$ cat src/rtl/pc_gen_pkg.sv
// Shared types and helpers for the fetch next-PC generator.
package pc_gen_pkg;

  typedef enum logic [1:0] {
    PC_SEQ   = 2'b00,
    PC_BTB   = 2'b01,
    PC_RAS   = 2'b10,
    PC_REDIR = 2'b11
  } pc_src_e;

  // Number of always-zero low address bits for a given instruction size.
  function automatic int unsigned align_bits(input int unsigned inst_bytes);
    return $clog2(inst_bytes);
  endfunction

endpackage

$ cat src/rtl/ras_stack.sv
// Circular return address stack: push overwrites the oldest entry when full,
// a combined push+pop replaces the top in place, flush_ops discards both.
module ras_stack
  import pc_gen_pkg::*;
#(
  parameter int unsigned XLEN      = 32,
  parameter int unsigned RAS_DEPTH = 8
) (
  input  logic            clk,
  input  logic            rst_n,
  input  logic            push,
  input  logic [XLEN-1:0] push_addr,
  input  logic            pop,
  input  logic            flush_ops,
  output logic [XLEN-1:0] top,
  output logic            empty,
  output logic            full
);

  localparam int unsigned PTR_W = $clog2(RAS_DEPTH);
  localparam int unsigned CNT_W = $clog2(RAS_DEPTH + 1);
  localparam logic [CNT_W-1:0] DEPTH_CNT = CNT_W'(RAS_DEPTH);

  logic [XLEN-1:0]  entries [RAS_DEPTH];
  logic [PTR_W-1:0] ptr, ptr_next, wr_idx;
  logic [CNT_W-1:0] count, count_next;
  logic             do_push, do_pop, wr_en;

  assign do_push = push && !flush_ops;
  assign do_pop  = pop && !flush_ops && (count != '0);
  assign top     = entries[ptr];

  // Pointer/count update and write-port selection.
  always_comb begin
    ptr_next   = ptr;
    count_next = count;
    wr_en      = 1'b0;
    wr_idx     = ptr + PTR_W'(1);
    if (do_push && do_pop) begin
      wr_en  = 1'b1;
      wr_idx = ptr;
    end else if (do_push) begin
      wr_en    = 1'b1;
      ptr_next = ptr + PTR_W'(1);
      if (count != DEPTH_CNT) count_next = count + CNT_W'(1);
    end else if (do_pop) begin
      ptr_next   = ptr - PTR_W'(1);
      count_next = count - CNT_W'(1);
    end
  end

  always_ff @(posedge clk or negedge rst_n) begin
    if (!rst_n) begin
      ptr   <= '0;
      count <= '0;
      empty <= 1'b1;
      full  <= 1'b0;
    end else begin
      ptr   <= ptr_next;
      count <= count_next;
      empty <= (count_next == '0);
      full  <= (count_next == DEPTH_CNT);
    end
  end

  // Entry storage carries no reset; validity is tracked by count.
  always_ff @(posedge clk) begin
    if (wr_en) entries[wr_idx] <= push_addr;
  end

endmodule

$ cat src/rtl/pc_gen_unit.sv
// Fetch PC register with redirect > RAS > BTB > sequential next-PC selection.
module pc_gen_unit
  import pc_gen_pkg::*;
#(
  parameter int unsigned     XLEN       = 32,
  parameter logic [XLEN-1:0] RESET_VEC  = '0,
  parameter int unsigned     RAS_DEPTH  = 8,
  parameter int unsigned     INST_BYTES = 4
) (
  input  logic            clk,
  input  logic            rst_n,
  input  logic            stall_i,
  input  logic            btb_hit_i,
  input  logic [XLEN-1:0] btb_target_i,
  input  logic            ras_push_i,
  input  logic [XLEN-1:0] ras_push_addr_i,
  input  logic            ras_pop_i,
  input  logic            ex_redirect_i,
  input  logic [XLEN-1:0] ex_target_i,
  output logic [XLEN-1:0] pc_o,
  output logic [XLEN-1:0] pc_next_o,
  output logic [1:0]      pc_src_o,
  output logic            pred_taken_o,
  output logic            ras_empty_o,
  output logic            ras_full_o
);

  localparam int unsigned     ALIGN      = align_bits(INST_BYTES);
  localparam logic [XLEN-1:0] ALIGN_MASK = ~((XLEN'(1) << ALIGN) - XLEN'(1));

  logic [XLEN-1:0] ras_top;
  pc_src_e         src_next;

  ras_stack #(
    .XLEN      (XLEN),
    .RAS_DEPTH (RAS_DEPTH)
  ) u_ras (
    .clk       (clk),
    .rst_n     (rst_n),
    .push      (ras_push_i),
    .push_addr (ras_push_addr_i),
    .pop       (ras_pop_i),
    .flush_ops (ex_redirect_i),
    .top       (ras_top),
    .empty     (ras_empty_o),
    .full      (ras_full_o)
  );

  // An empty-RAS pop falls through to BTB/sequential.
  always_comb begin
    pc_next_o = pc_o + XLEN'(INST_BYTES);
    src_next  = PC_SEQ;
    if (ex_redirect_i) begin
      pc_next_o = ex_target_i & ALIGN_MASK;
      src_next  = PC_REDIR;
    end else if (ras_pop_i && !ras_empty_o) begin
      pc_next_o = ras_top;
      src_next  = PC_RAS;
    end else if (btb_hit_i) begin
      pc_next_o = btb_target_i;
      src_next  = PC_BTB;
    end
  end

  // Redirect overrides stall.
  always_ff @(posedge clk or negedge rst_n) begin
    if (!rst_n) begin
      pc_o         <= RESET_VEC;
      pc_src_o     <= PC_SEQ;
      pred_taken_o <= 1'b0;
    end else if (!stall_i || ex_redirect_i) begin
      pc_o         <= pc_next_o;
      pc_src_o     <= src_next;
      pred_taken_o <= (src_next == PC_BTB) || (src_next == PC_RAS);
    end
  end

endmodule

$ cat config.mk
export PLATFORM = sky130hd
export DESIGN_NAME = pc_gen_unit
export DESIGN_NICKNAME = d
export VERILOG_FILES = /design/src/rtl/pc_gen_pkg.sv /design/src/rtl/ras_stack.sv /design/src/rtl/pc_gen_unit.sv
export SDC_FILE = /design/constraint.sdc
export NUM_CORES = 1
export LEC_CHECK = 0
export BUFFER_PORTS_ARGS = -buffer_cell sky130_fd_sc_hd__buf_2
export CORE_MARGIN = 3
export CORE_UTILIZATION = 63
export DETAILED_ROUTE_END_ITERATION = 7
export PLACE_DENSITY = 0.91
export SETUP_SLACK_MARGIN = 0.3
export SLEW_MARGIN = 0
export SYNTH_ARGS = -nofsm -noshare
export SYNTH_HDL_FRONTEND = slang
export SYNTH_SLANG_ARGS = --single-unit
$ cat constraint.sdc
create_clock -name clk -period 12.4 [get_ports clk]
set_clock_uncertainty 0.05 [all_clocks]
set_input_delay 2.48 -clock clk [delete_from_list [all_inputs] [get_ports clk]]
set_output_delay 2.48 -clock clk [all_outputs]
set_load 0.05 [all_outputs]
==> results.md <==
- Warnings, synthesis: 0
- Number of antenna cells inserted: 0
- Sequence of cells on the critical path: buf_2 > buf_4 > clkinv_1 > nor2_1 > a32oi_1 > nand4_1 > o21a_1 > buf_2
- Post-synth top flop: edfxtp_1
- Element type at the critical path end: output port
- Power Density: 213 nW/um2
- Final non-filler cell area: 15400 um2
- End point of the most critical hold path: pc_src_o[0]
- FF-to-FF setup slack: 8.32 ns
- Row count: 52
- Mean routed wirelength per cell: 26.6 um
- Final TNS setup: 0 ns
- Via count of the first global-routing pass: 9074
- Quantity of hold-fixing buffers added after cts: 0
- Source of the worst hold timing path: pc_src_o[0]
- TritonCTS clock tree: done
- Standard cell area after detailed placement: 14500 um2
- Post-route total power: 3290 uW
- Buffers plus inverters on the worst setup path: 4
- Peak fanout along the critical path: 40
- Sum of overflow across all layers after global routing: 0
- Max frequency: 129 MHz
- Critical setup path kind: in2out
- Number of gates resized after CTS: 0
- Dominant delay contributor by cell family on the critical path: buffers and inverters
- Most Used Layer, Global Route: met2
- Synthesis-to-finish area growth: 14.0%
- Instance count after placement with tap cells included: 1328
- Post-route DRC: 0
- Yosys reg bits: 300
- Number of filler instances in the final layout: 1165
- Width of the chip: 152 um
- Start point of the critical path: btb_hit_i
- Startpoint type of the worst setup path: primary input
- CTS buffer count: 30
- Post-CTS setup buffer count: 0
- List of most frequent post-synthesis cells: edfxtp_1 (256), mux2i_1 (55), nor2_1 (52), nand2_1 (47), dfrtp_1 (43)
- Max Transition Viols Final: 0
- Hold violation count in the final report: 0
- Logic depth of the worst register-to-register path: 8
- Worst vdd rail ir drop: 0.126 mV
- Largest cells by area after synthesis: edfxtp_1 (57%), dfrtp_1 (8.0%), mux4_2 (6.3%), mux2i_1 (4.1%), mux2_2 (1.7%)
- Antenna violations before repair: 3
- Number of enable flip-flop cells after synthesis: 256
- Ratio of routed vias to standard cells: 6.92
- Critical Path AT: 5.25 ns
- Slew at the pin closest to its max-slew limit: 1.20 ns
- Combined area of all synthesized cells: 13500 um2
- Pre-antenna DRT Iters: 5
- Crit-path max cell delay: 0.79 ns
- H-tree depth: 1
- Non-filler cells, final: 1379
- Maximum clock insertion buffer count: 3
- Number of nets in the final layout: 1199
- Remaining antenna violation count after routing: 0
- Share of post-route cells with drive strength above 1: 27.5%
- Total die area: 23200 um2
- Worst slew margin: 19.6%
- Master of the slowest instance on the critical path: nor2_1
- Worst reg2reg startpoint: u_ras.count[0]
- Estimated wirelength of the detail-placed design: 22000 um
- Starting density of the core: 65.5%
- Vert. Die Dim: 152 um
- RePlAce Congestion: 0.932
- Cells after Synth: 939
- Aggregate global-route resource usage: 30.8%
- Period minus WS final: 7.78 ns
- Core Box Area: 20600 um2
- Count of input and output buffers: 169
- Crit share post-route: 62.7%
- Unrepaired setup endpoints after global routing: false
- Status: finished, final reports clean
- Library cell with the highest instance count after synthesis: edfxtp_1
- Buffer cell driving the clock tree root: clkbuf_16
- CP Data Required Time: 9.87 ns
- Global-route wire length before repair: 55600 um
- Clk sinks: 300
- Hold depth: 2
- Most frequent cell on the critical path: buf_2
- Top-area cell type share of the netlist area: 56.9%
- Mean instance size in the synthesized netlist: 14.4 um2
- Met1 Resource Use GR: 43.8%
- R2R Path End: u_ras.entries[2][2]
- Via count of the routed design: 9544
- Max cap viols: 0
- Final Setup Violations: 0
- Netlist cell types: 69
- Maximum number of pins on one net before global-route repair: 58
- Share of flip-flops with an asynchronous set or reset after synthesis: 14.7%
- Routed Wire Length: 36600 um
- Leakage: 0.00546 uW
- Sequential area share after synthesis: 65.1%
- Latest clock arrival within the worst-skew pair: 0.55 ns
- Drt first-iter violations: 1248
- Number of top-level design ports: 172
- Met2 global-route usage: 49.2%
- Classification of the worst-slack hold path: reg2reg
- Post-Synthesis Net Count: 1048
- Met3 usage: 6.42%
- Clock slew seen by the registers of the worst setup and hold paths: 0.06 ns
- Yosys top cell by area: edfxtp_1
placed cells by master, fill, tap and decap left out, drive strengths merged, types with 11 or more instances in the layout:
cell and instances:
mux2i 55, a22oi 19, mux4 38, o211ai 15, o21ai 33, buf 182, inv 18, dfrtp 43
nor3 28, mux2 20, nor2 53, clkinv 16, edfxtp 256, nand2 47, nand3 42, clkbuf 34
nand4 19, a21oi 35, nor3b 11
worst reg2reg max path: stages, from the launching register on:
cell and delay [ns]:
dfrtp_1 0.41, inv_1 0.12, ha_1 0.23, or3b_2 0.53, and2_1 0.20, ha_1 0.42, nand2b_1 0.31, xnor2_1 0.36
nor2_4 1.02
routing by layer:
layer / share of wire [%] / vias up
met5: 0.068 / -
met4: 3.0 / 6
met3: 13 / 108
met2: 47 / 843
met1: 37 / 4580
li1: - / 4007
power by group:
group	switching (uW)	internal, uW	total, uW
clock	368	449	817
combinational	732	395	1130
sequential	106	1240	1340
total	1210	2080	3290
kinds of logic after synthesis:
kind of cell,count (synthesis),share of synthesized area (%)
fa+ha+maj,6,0.556
xor+xnor,12,0.778
compound gates,182,9.31
mux,113,12.1
flops,300,65.1
buf+inv,82,2.97
simple gates,244,9.24
registers in the layout, summed over array words and instances, names as in the netlist:
| signal | cells |
|---|---|
| u_ras.entries | 256 |
| pc_o | 32 |
| u_ras.count | 4 |
| u_ras.ptr | 3 |
| pc_src_o | 2 |
| pred_taken_o | 1 |
| u_ras.empty | 1 |
| u_ras.full | 1 |
worst max-delay path by stage:
stage | end | slack (ns) | cells past startpoint
2_1_floorplan | pc_next_o[10] | 5.35 | 6
3_3_place_gp | pc_next_o[22] | 4.76 | 8
3_5_place_dp | pc_next_o[22] | 4.74 | 8
4_1_cts | pc_next_o[22] | 4.74 | 8
5_1_grt | pc_next_o[28] | 4.51 | 8
6_report | pc_next_o[22] | 4.62 | 8
metrics by stage:
| stage | util [%] | setup WS, ns | hold slack, ns |
|---|---|---|---|
| after floorplan | - | 5.35 | 0.433 |
| after CTS | 74.6 | 4.74 | 0.483 |
| after detailed placement | 70.4 | 4.74 | 0.469 |
| after global routing | 74.6 | 4.51 | 0.507 |
| after global placement | 70.4 | 4.76 | 0.446 |
| final | 74.6 | 4.62 | 0.495 |
area by class of cell:
| type | instances | area [um2] | area share, % |
|---|---|---|---|
| multi-input cells | 557 | 4380 | 28.5 |
| flip-flops and latches | 300 | 8790 | 57.1 |
| inverters | 19 | 71.3 | 0.463 |
| clock buffers | 34 | 787 | 5.11 |
| well taps | 270 | 338 | 2.19 |
| repair buffers | 182 | 943 | 6.13 |
| clock inverters | 17 | 81.3 | 0.528 |
(Power assumes the default switching activity.)
